File: src/rtl/pio_fifo.sv
// pio_fifo -- first-word-fall-through FIFO between a PIO state machine and
// its host/DMA side. One instance per direction (TX or RX) per state machine.
//
// Ports:
//   clk, rst      clock; asynchronous active-low reset
//   data_in       word written on an accepted push
//   push_en       write request
//   pop_en        read/advance request
//   data_out      current head word (0 while empty), combinational
//   status        {full, empty}, decoded from fifo_count
//   fifo_count    occupancy, 0..DEPTH
//   overflow      sticky, set by a dropped push      (PIO_FIFO_ERR_FLAGS_EN only)
//   underflow     sticky, set by a pop while empty   (PIO_FIFO_ERR_FLAGS_EN only)
//
// memory, head and tail are kept as plainly named internals so that the state
// machine and the bench can observe them hierarchically.
//
// Build option: define PIO_FIFO_ERR_FLAGS_EN to add the overflow/underflow
// outputs. Without it those conditions are silently ignored.

package pio_fifo_pkg;
  // Status word shared with the rest of the PIO block.
  typedef struct packed {
    logic full;
    logic empty;
  } fifo_status;
endpackage

module pio_fifo
  import pio_fifo_pkg::*;
#(
  parameter int WIDTH = 32,
  parameter int DEPTH = 4
) (
  input  logic                     clk,
  input  logic                     rst,
  input  logic [WIDTH-1:0]         data_in,
  input  logic                     push_en,
  input  logic                     pop_en,
  output logic [WIDTH-1:0]         data_out,
  output fifo_status               status,
`ifdef PIO_FIFO_ERR_FLAGS_EN
  output logic                     overflow,
  output logic                     underflow,
`endif
  output logic [$clog2(DEPTH):0]   fifo_count
);

  localparam int PW = $clog2(DEPTH);
  localparam int CW = PW + 1;

  logic [WIDTH-1:0] memory [0:DEPTH-1];
  logic [PW-1:0]    head;
  logic [PW-1:0]    tail;

  logic full, empty;
  logic push_ok, pop_ok;

  assign empty = (fifo_count == CW'(0));
  assign full  = (fifo_count == CW'(DEPTH));

  assign status.full  = full;
  assign status.empty = empty;

  assign data_out = empty ? '0 : memory[head];

  // When full, a simultaneous pop frees the slot at head == tail, so the push
  // may land there in the same edge. A full FIFO is never empty, so that pop
  // is always accepted too.
  assign push_ok = push_en && (!full || pop_en);
  assign pop_ok  = pop_en && !empty;

  always_ff @(posedge clk or negedge rst) begin
    if (!rst) begin
      head       <= '0;
      tail       <= '0;
      fifo_count <= '0;
      for (int i = 0; i < DEPTH; i++) memory[i] <= '0;
    end else begin
      if (push_ok) begin
        memory[tail] <= data_in;
        tail         <= tail + PW'(1);
      end
      if (pop_ok) head <= head + PW'(1);
      case ({push_ok, pop_ok})
        2'b10:   fifo_count <= fifo_count + CW'(1);
        2'b01:   fifo_count <= fifo_count - CW'(1);
        default: fifo_count <= fifo_count;
      endcase
    end
  end

`ifdef PIO_FIFO_ERR_FLAGS_EN
  always_ff @(posedge clk or negedge rst) begin
    if (!rst) begin
      overflow  <= 1'b0;
      underflow <= 1'b0;
    end else begin
      if (push_en && !push_ok) overflow  <= 1'b1;
      if (pop_en && empty)     underflow <= 1'b1;
    end
  end
`endif

endmodule

File: config.mk
export PLATFORM = sky130hd
export DESIGN_NAME = pio_fifo
export DESIGN_NICKNAME = d
export VERILOG_FILES = /design/src/rtl/pio_fifo.sv
export SDC_FILE = /design/constraint.sdc
export NUM_CORES = 1
export LEC_CHECK = 0
export BUFFER_PORTS_ARGS = -buffer_cell sky130_fd_sc_hd__buf_2
export CORE_AREA = 4 4 117 119
export CTS_CLUSTER_SIZE = 8
export DETAILED_ROUTE_END_ITERATION = 12
export DIE_AREA = 0 0 121 123
export MAX_ROUTING_LAYER = met4
export PLACE_DENSITY_LB_ADDON = 0.05
export SYNTH_ARGS = -nofsm -noshare
export SYNTH_HDL_FRONTEND = slang
export SYNTH_SLANG_ARGS = --single-unit
File: constraint.sdc
create_clock -name clk -period 1.9 [get_ports clk]
set_input_delay 0.38 -clock clk [delete_from_list [all_inputs] [get_ports clk]]
set_output_delay 0.38 -clock clk [all_outputs]
set_load 0.005 [all_outputs]
Word-level counts from Yosys, hierarchy flattened
Cells that the tools add are included.
{"block": "totals", "inputBits": 36, "out_inout_bits": 37, "word_cells": 35, "ff_bits": 135}
{"block": "op_classes", "reduce_logical": 8, "n_bitwise": 2, "addsub": 4, "muxes": 8, "magnitude_cmp": 3, "eq_ne": 3}
{"op": "128-bit bitwise mux", "n": 1}
{"op": "32-bit 2-to-1 mux", "n": 4}
{"op": "32-bit binary-select mux with 2-bit select", "n": 1}
{"op": "32-bit demux with 2-bit select", "n": 1}
{"op": "3-bit greater-or-equal comparator (second input constant)", "n": 2}
{"op": "2-bit NOT with 3-bit output", "n": 2}
{"op": "3-bit case mux with 2 select lines", "n": 1}
{"op": "2-bit by 1-bit adder with 2-bit output (second input constant)", "n": 2}
{"op": "3-bit by 1-bit adder with 3-bit output (second input constant)", "n": 1}
{"op": "3-bit equality test (second input constant)", "n": 1}
{"op": "1-bit logical AND", "n": 3}
{"op": "3-bit logical NOT", "n": 1}
{"op": "3-bit by 1-bit less-than comparator with 1-bit output (second input constant)", "n": 1}
{"op": "3-bit by 1-bit subtractor with 3-bit output (second input constant)", "n": 1}
{"op": "2-bit by 1-bit equality test with 1-bit output (second input constant)", "n": 1}
{"op": "2-bit equality test (second input constant)", "n": 1}
{"op": "1-bit logical NOT", "n": 2}
{"op": "2-bit nonzero test", "n": 1}
{"op": "1-bit logical OR", "n": 1}

Logic depth before layout (Yosys ltp)
Gate-level depths: netlist (run 1).
{"block": "logic_depth", "depth_word": 6, "depth_mapped": 8, "ltp_nobuf": 8}

Worst setup path before layout (run 1)
No wires, ideal clock.
{"block": "synth_timing", "path_kind": "register to register", "startpoint": "register fifo_count[0]", "endpoint": "register fifo_count[2]", "setup_time_ns": 0.079, "path_slack_ns": -0.130, "arrival_time_ns": 1.951, "path_stages_with_launch": 9, "required_ns": 1.821, "cell_sequence": "dfrtp_1 -> nor4b_4 -> nand2b_1 -> ha_1 -> inv_1 -> fa_1 -> xor2_1 -> nor2_1 -> xor2_1"}
{"block": "synth_via", "elab_chain_cells": 6, "word_cells_on_any_way": 13}
{"item": "from (decl)", "line": "46", "source": "output logic [$clog2(DEPTH):0] fifo_count"}
{"item": "from (signal assigned)", "line": "86", "source": "2'b10: fifo_count <= fifo_count + CW'(1);"}
{"item": "from (signal assigned)", "line": "87", "source": "2'b01: fifo_count <= fifo_count - CW'(1);"}
{"item": "from (signal assigned)", "line": "88", "source": "default: fifo_count <= fifo_count;"}
{"item": "3-bit equality test", "line": "60", "source": "assign full = (fifo_count == CW'(DEPTH));"}
{"item": "1-bit logical NOT", "line": "70", "source": "assign push_ok = push_en && (!full || pop_en);"}
{"item": "1-bit logical OR", "line": "70"}
{"item": "1-bit logical AND", "line": "70"}
{"item": "2-bit by 1-bit equality test with 1-bit output / 2-bit equality test (equally long branches)", "line": "85", "source": "case ({push_ok, pop_ok})"}
{"item": "3-bit case mux with 2 select lines / 2-bit nonzero test (equally long branches)"}
Several ways; a longest one is shown, not always the timed one.
A chain may end at the register's enable or synchronous reset.

Worst setup path in the final report (run 1)
{"block": "layout_timing", "startpoint": "register head[0]", "endpoint": "output port data_out[31]"}
{"block": "layout_via", "elab_chain_cells": 5}
{"item": "from (decl)", "line": "53", "source": "logic [PW-1:0] head;"}
{"item": "from (signal assigned)", "line": "84", "source": "if (pop_ok) head <= head + PW'(1);"}
{"item": "2-bit NOT with 3-bit output (implied by the code)", "line": "65", "source": "assign data_out = empty ? '0 : memory[head];"}
{"item": "32-bit binary-select mux with 2-bit select", "line": "65"}
{"item": "32-bit 2-to-1 mux (implied by the code) (2 in series)", "line": "65"}
{"item": "32-bit 2-to-1 mux", "line": "65"}
{"item": "to (decl)", "line": "40", "source": "output logic [WIDTH-1:0] data_out,"}
Every way passes these cells. The select of a mux whose other input is x is not followed.

==> results of run 1 <==
==> sequential cells by signal, indices dropped and copies added (netlist names) <==
signal	count
memory	128
tail	2
head	2
fifo_count	3
==> power groups by stage <==
| stage | Sequential, µW | Combinational (µW) | Clock (µW) |
|---|---|---|---|
| final | 5140 | 7110 | 3670 |
| after global routing | 5310 | 7700 | 3870 |
| after CTS | 5170 | 6660 | 3730 |
| after detailed placement | 5180 | 6160 | 0 |
| after global placement | 5120 | 6050 | 0 |
| after floorplan | 4900 | 4430 | 0 |
==> per-stage QoR <==
| stage | instance area [µm²] | setup slack (ps) | util [%] | TNS (ps) |
|---|---|---|---|---|
| after floorplan | 6250 | -57.5 | - | -86.6 |
| after global placement | 6930 | -259 | 55.2 | -22970 |
| after detailed placement | 6930 | -287 | 55.2 | -24140 |
| after CTS | 7850 | -364 | 62.5 | -10990 |
| after global routing | 8050 | -433 | 64.1 | -12920 |
| final | 8050 | -378 | 64.1 | -10650 |
==> cells by family (layout without fill, tap and decap cells) <==
| family | after synthesis | after routing | synth area share (%) |
|---|---|---|---|
| DFF | 135 | 135 | 54.3 |
| xor gates and xnor gates | 6 | 6 | 0.844 |
| adders and majority gates | 6 | 6 | 1.33 |
| and+or+nand+nor | 48 | 51 | 4.84 |
| buffers and inverters | 30 | 153 | 3.66 |
| muxes | 162 | 162 | 35.1 |
| other | 0 | 1 | 0 |
==> worst max-delay path: stages (launching register included) <==
cell,delay (ps)
dfrtp_2,380
buf_12,140
buf_12,140
mux4_2,500
and2b_1,190
buf_2,130
==> path summary, 6_finish.rpt <==
check                           cells past startpoint                        end                       from  slack, ps
worst max-delay path                                5               data_out[31]        head[0]$_DFFE_PN0P_       -380
worst min-delay path                                2     memory[41]$_DFFE_PN0P_                 data_in[9]        230
worst max register to register                     10  fifo_count[2]$_DFFE_PN0P_  fifo_count[0]$_DFFE_PN0P_       -130
max in group asynchronous                           3     memory[27]$_DFFE_PN0P_                        rst        780
min in group asynchronous                           2     memory[16]$_DFFE_PN0P_                        rst        480
worst min register to register                      1     memory[58]$_DFFE_PN0P_     memory[58]$_DFFE_PN0P_        500
==> metal layers <==
metal	wire length (µm)	global-route usage, %
met4	180	6.59
met3	529	5.08
met1	6130	26.3
met2	6540	30.1
met5	0	-
==> layout by cell type, fill, tap and decap left out, types with 3 or more instances in the layout <==
cell type,count
and2b_1,10
buf_12,15
buf_2,70
buf_4,21
buf_6,7
bufinv_16,6
clkbuf_16,19
clkinv_2,3
dfrtp_1,132
dfrtp_2,3
ha_1,4
inv_1,4
mux2_2,128
mux4_2,32
nand2_1,5
nor2_4,7
nor2b_1,9
nor2b_4,14
xor2_1,4
==> area by class of cell <==
class,count,area share (%)
repair buffers,116,11.8
well taps,172,2.67
inverters,5,0.233
diodes,1,0.0311
clock inverters,13,2.83
clock buffers,19,5.38
flip-flops and latches,135,42.0
multi-input cells,225,35.1
==> timing repair <==
action	in CTS	in global routing
hold endpoints to repair	46	0
hold buffers	1	0
endpoints found under the setup margin	131	81
setup buffers	12	6
resized for setup	21	20
gates cloned	4	2
pin swaps	7	3
==> summary.md, run 1 <==
| Metric | Value |
|---|---|
| Worst Setup Start Kind | `flop` |
| Commonest cells post-synth | `135 x dfrtp_1, 129 x mux2_2, 32 x mux4_2` |
| Syn_nets | `429` |
| CTS Buffer Depth | `2` |
| Pleak | `0.00353 µW` |
| Final non-filler cell total | `686` |
| Clock Latency Late Sink | `420 ps` |
| Slew Viols, Final | `0` |
| Final period util | `120%` |
| Largest net degree at the start of global routing | `52` |
| Post-Syn Instances | `387` |
| Dpl hpwl | `7.58 mm` |
| Critical Path AT | `1900 ps` |
| Clk pwr share | `23.1%` |
| Top cell type by total area after synthesis | `dfrtp_1` |
| Ys async rst share | `100%` |
| Worst Skew | `8.67 ps` |
| Number of synthesized register bits | `135` |
| Worst hold slack | `233 ps` |
| I/O Pins | `73` |
| ANT nets after route | `0` |
| Unrepaired setup endpoints after global routing | `yes` |
| Share of the synthesized area in the top cell type | `54.3%` |
| Num CTS Buffers | `17` |
| Critical path class | `reg2out` |
| TritonCTS clock tree | `done` |
| Min-Delay Path Class | `in2reg` |
| H-tree level count | `4` |
| Critical path capture point type | `output port` |
| Layout fillers | `937` |
| P&R area growth vs syn | `29.3%` |
| Via-per-instance ratio | `5.28` |
| Drc violations | `0` |
| Root Driver | `clkbuf_16` |
| Die Span X | `121 µm` |
| Worst endpoint required time | `1520 ps` |
| Max cap viols | `0` |
| GRT Total Usage | `19.8%` |
| Drt first pass iters | `4` |
| Clock-pin slew on the worst setup and hold paths | `60 ps` |
| Comb pwr share | `44.7%` |
| Initial Utilization | `49.5%` |
| Max-slew headroom | `67.5%` |
| Part of the power in registers | `32.3%` |
| Yosys Warn Count | `0` |
| Violated checks | `negative setup slack` |
| Fmax | `0.439 GHz` |
| Top FF cell, synth | `dfrtp_1` |
| Largest cells by area after synthesis | `dfrtp_1 54%, mux2_2 23%, mux4_2 12%` |
| Clock Sinks | `135` |
| Final WL | `13.4 mm` |
| Pint | `11,400 µW` |
| Tmin final | `2280 ps` |
| Peak supply drop | `0.000968 V` |
| IO Port Bufs | `72` |
| DR vias | `3,625` |
| PwrDens | `1980 nW/µm²` |
| Core area | `12,600 µm²` |
| Register Area | `3380 µm²` |
| Cell variety after synth | `21` |
| Post-Place Cells | `629` |
| Multi-input gate area | `2830 µm²` |
| Die H | `123 µm` |
| Synthesized area | `6230 µm²` |
| GRT overflow | `0` |
| Final Hold Viols | `0` |
| Net Sw Power | `4540 µW` |
| Total power | `15,900 µW` |
| Post-synth EDFFs | `0` |
| Initial antenna violation count | `1` |
| Final RePlAce weighted congestion | `0.698` |
| DIE AREA | `14,900 µm²` |
| Crit-path max FO | `7` |
| Switching portion of total power | `28.5%` |
| Rows | `41` |
| Wire per inst | `19.5 µm` |
| Top-count cell post-synth | `dfrtp_1` |
| Fin nets | `542` |
| Status | `finished with violations` |
| Share of layout cells above drive strength 1 | `65.5%` |
| Syn_area_per_cell | `16.1 µm²` |
| Setup violators final | `35` |
| Tightest Pin Transition | `488 ps` |
| Setup ws final | `-378 ps` |
| Initial DRC Count | `218` |
| Number of global-route vias before repair | `3,908` |
| Seq/Total Area, Yosys | `54.3%` |
| Global-route wire length before repair | `21.3 mm` |
No activity file was read; power rests on OpenSTA's default activity.
==> run 2: changes to the inputs <==
- CTS_BUF_LIST: default -> sky130_fd_sc_hd__clkbuf_8 sky130_fd_sc_hd__clkbuf_16
==> summary.md, run 2 (same netlist as run 1, synthesis figures left out) <==
| Metric | Value |
|---|---|
| FF-to-FF End | `fifo_count[2]$_DFFE_PN0P_` |
| Violated checks | `negative setup slack` |
| Layout fillers | `937` |
| Min-Delay Path Class | `in2reg` |
| Worst-path cell chain | `buf_12 > buf_12 > mux4_2 > and2b_1 > buf_2` |
| Final WL | `13.4 mm` |
| Most common cell on crit path | `buf_12` |
| Pleak | `0.00354 µW` |
| Hold path cells | `2` |
| Total power | `15,900 µW` |
| Critical path capture point type | `output port` |
| Setup violators final | `35` |
| Final period util | `120%` |
| Root Driver | `clkbuf_16` |
| Drt first pass iters | `4` |
| Tightest Pin Transition | `488 ps` |
| H-tree level count | `4` |
| Final RePlAce weighted congestion | `0.698` |
| CP peak stage delay | `500 ps` |
| Hold_sp | `data_in[9]` |
| Commonest non-fill, non-tap cells in the layout | `132 x dfrtp_1, 128 x mux2_2, 70 x buf_2` |
| Met3 Usage GRT | `5.08%` |
| Register Area | `3380 µm²` |
| Wire per inst | `19.5 µm` |
| Largest net degree at the start of global routing | `52` |
| Global-route wire length before repair | `21.3 mm` |
| Fin nets | `542` |
| Critical path class | `reg2out` |
| Max-slew headroom | `67.5%` |
| Top delay family on crit path | `multiplexers` |
| ANT nets after route | `0` |
| IO Port Bufs | `72` |
| Die H | `123 µm` |
| Clock Sinks | `135` |
| Initial DRC Count | `218` |
| Initial antenna violation count | `1` |
| R2R Setup Slk | `-130 ps` |
| Fmax | `0.439 GHz` |
| Worst Setup Start Kind | `flop` |
| Drc violations | `0` |
| GR peak layer | `met2` |
| Via-per-instance ratio | `5.28` |
| Initial Utilization | `49.5%` |
| Tmin final | `2280 ps` |
| Worst path slowest cell | `mux4_2` |
| Share of layout cells above drive strength 1 | `65.5%` |
| Largest reg by FF count | `memory` |
| I/O Pins | `73` |
| Rows | `41` |
| Finished Cell Area | `8050 µm²` |
| Core area | `12,600 µm²` |
| TNS Setup | `-10,600 ps` |
| Worst Skew | `8.65 ps` |
| Dpl hpwl | `7.58 mm` |
| Critical Path AT | `1900 ps` |
| Area after DPL | `6930 µm²` |
| Slew Viols, Final | `0` |
| R2r startpoint | `fifo_count[0]$_DFFE_PN0P_` |
| GRT Total Usage | `19.8%` |
| Clock-pin slew on the worst setup and hold paths | `60 ps` |
| Setup ws final | `-376 ps` |
| Worst endpoint required time | `1520 ps` |
| PwrDens | `1970 nW/µm²` |
| Commonest non-fill, non-tap cell in the layout | `dfrtp_1` |
| Unrepaired setup endpoints after global routing | `yes` |
| Max FFs per register | `128` |
| DR vias | `3,622` |
| Max cap viols | `0` |
| CTS Buffer Depth | `2` |
| FF-to-FF path depth | `10` |
| P&R area growth vs syn | `29.3%` |
| Num CTS Buffers | `17` |
| Top flop regs | `memory (128), fifo_count (3)` |
| TritonCTS clock tree | `done` |
| Clock Latency Late Sink | `420 ps` |
| M2 GR Usage | `30.1%` |
| Number of global-route vias before repair | `3,908` |
| Die Span X | `121 µm` |
| DIE AREA | `14,900 µm²` |
| WHS Endpoint | `memory[41]$_DFFE_PN0P_` |
| Crit-path max FO | `7` |
| Worst path bufs/invs | `3` |
| Multi-input gate area | `2830 µm²` |
| Peak supply drop | `0.000968 V` |
| Status | `finished with violations` |
| GRT overflow | `0` |
| Routing usage on met1 | `26.3%` |
| Final Hold Viols | `0` |
## run 2: cell types whose count changed in the layout (fill, tap and decap cells not counted)
cell and change:
inv_1 +2, clkbuf_1 -2
## run 2: per-stage QoR
stage               hold WS [ps]  setup slack, ps  cells  utilization, %
floorplan                   84.4            -57.5    387               -
CTS                          214             -364    678            62.5
global route                 222             -433    686            64.1
detailed placement           362             -287    629            55.2
finish                       235             -376    686            64.1
global placement             358             -259    629            55.2
## run 2: worst max-delay path by stage
stage                              startpoint                         to  slack, ps  depth (start not counted)
CTS                       head[0]$_DFFE_PN0P_                data_out[9]       -360                          4
floorplan           fifo_count[0]$_DFFE_PN0P_  fifo_count[2]$_DFFE_PN0P_        -60                          8
global placement                       pop_en     memory[41]$_DFFE_PN0P_       -260                          5
finish                    head[0]$_DFFE_PN0P_               data_out[31]       -380                          5
detailed placement        tail[0]$_DFFE_PN0P_     memory[36]$_DFFE_PN0P_       -290                          5
global route              head[0]$_DFFE_PN0P_               data_out[31]       -430                          5
## run 2: final cells by class
| cell class | count | share of cell area, % |
|---|---|---|
| tap | 172 | 2.67 |
| timing repair buffer | 116 | 11.8 |
| antenna | 1 | 0.0311 |
| inverter | 5 | 0.233 |
| sequential | 135 | 42.0 |
| clock inverter | 15 | 2.92 |
| multi-input combinational | 225 | 35.1 |
| clock buffer | 17 | 5.28 |
## run 2: power by group
group | internal (µW) | switching, µW | total, µW
Sequential | 4380 | 758 | 5140
Combinational | 4540 | 2560 | 7110
Clock | 2440 | 1210 | 3660
Total | 11400 | 4540 | 15900
## run 2: routing by layer
layer / share of wire [%] / wire length [µm]
met1: 46 / 6130
met2: 49 / 6550
met3: 3.9 / 525
met4: 1.2 / 165
met5: 0 / 0
## run 2: repair_timing
action	CTS	global route
hold buffers	1	0
setup buffers	12	6
pin swaps	7	3
hold endpoints to repair	46	0
gates resized for setup	21	20
setup endpoints to repair	131	81
gates cloned	4	2
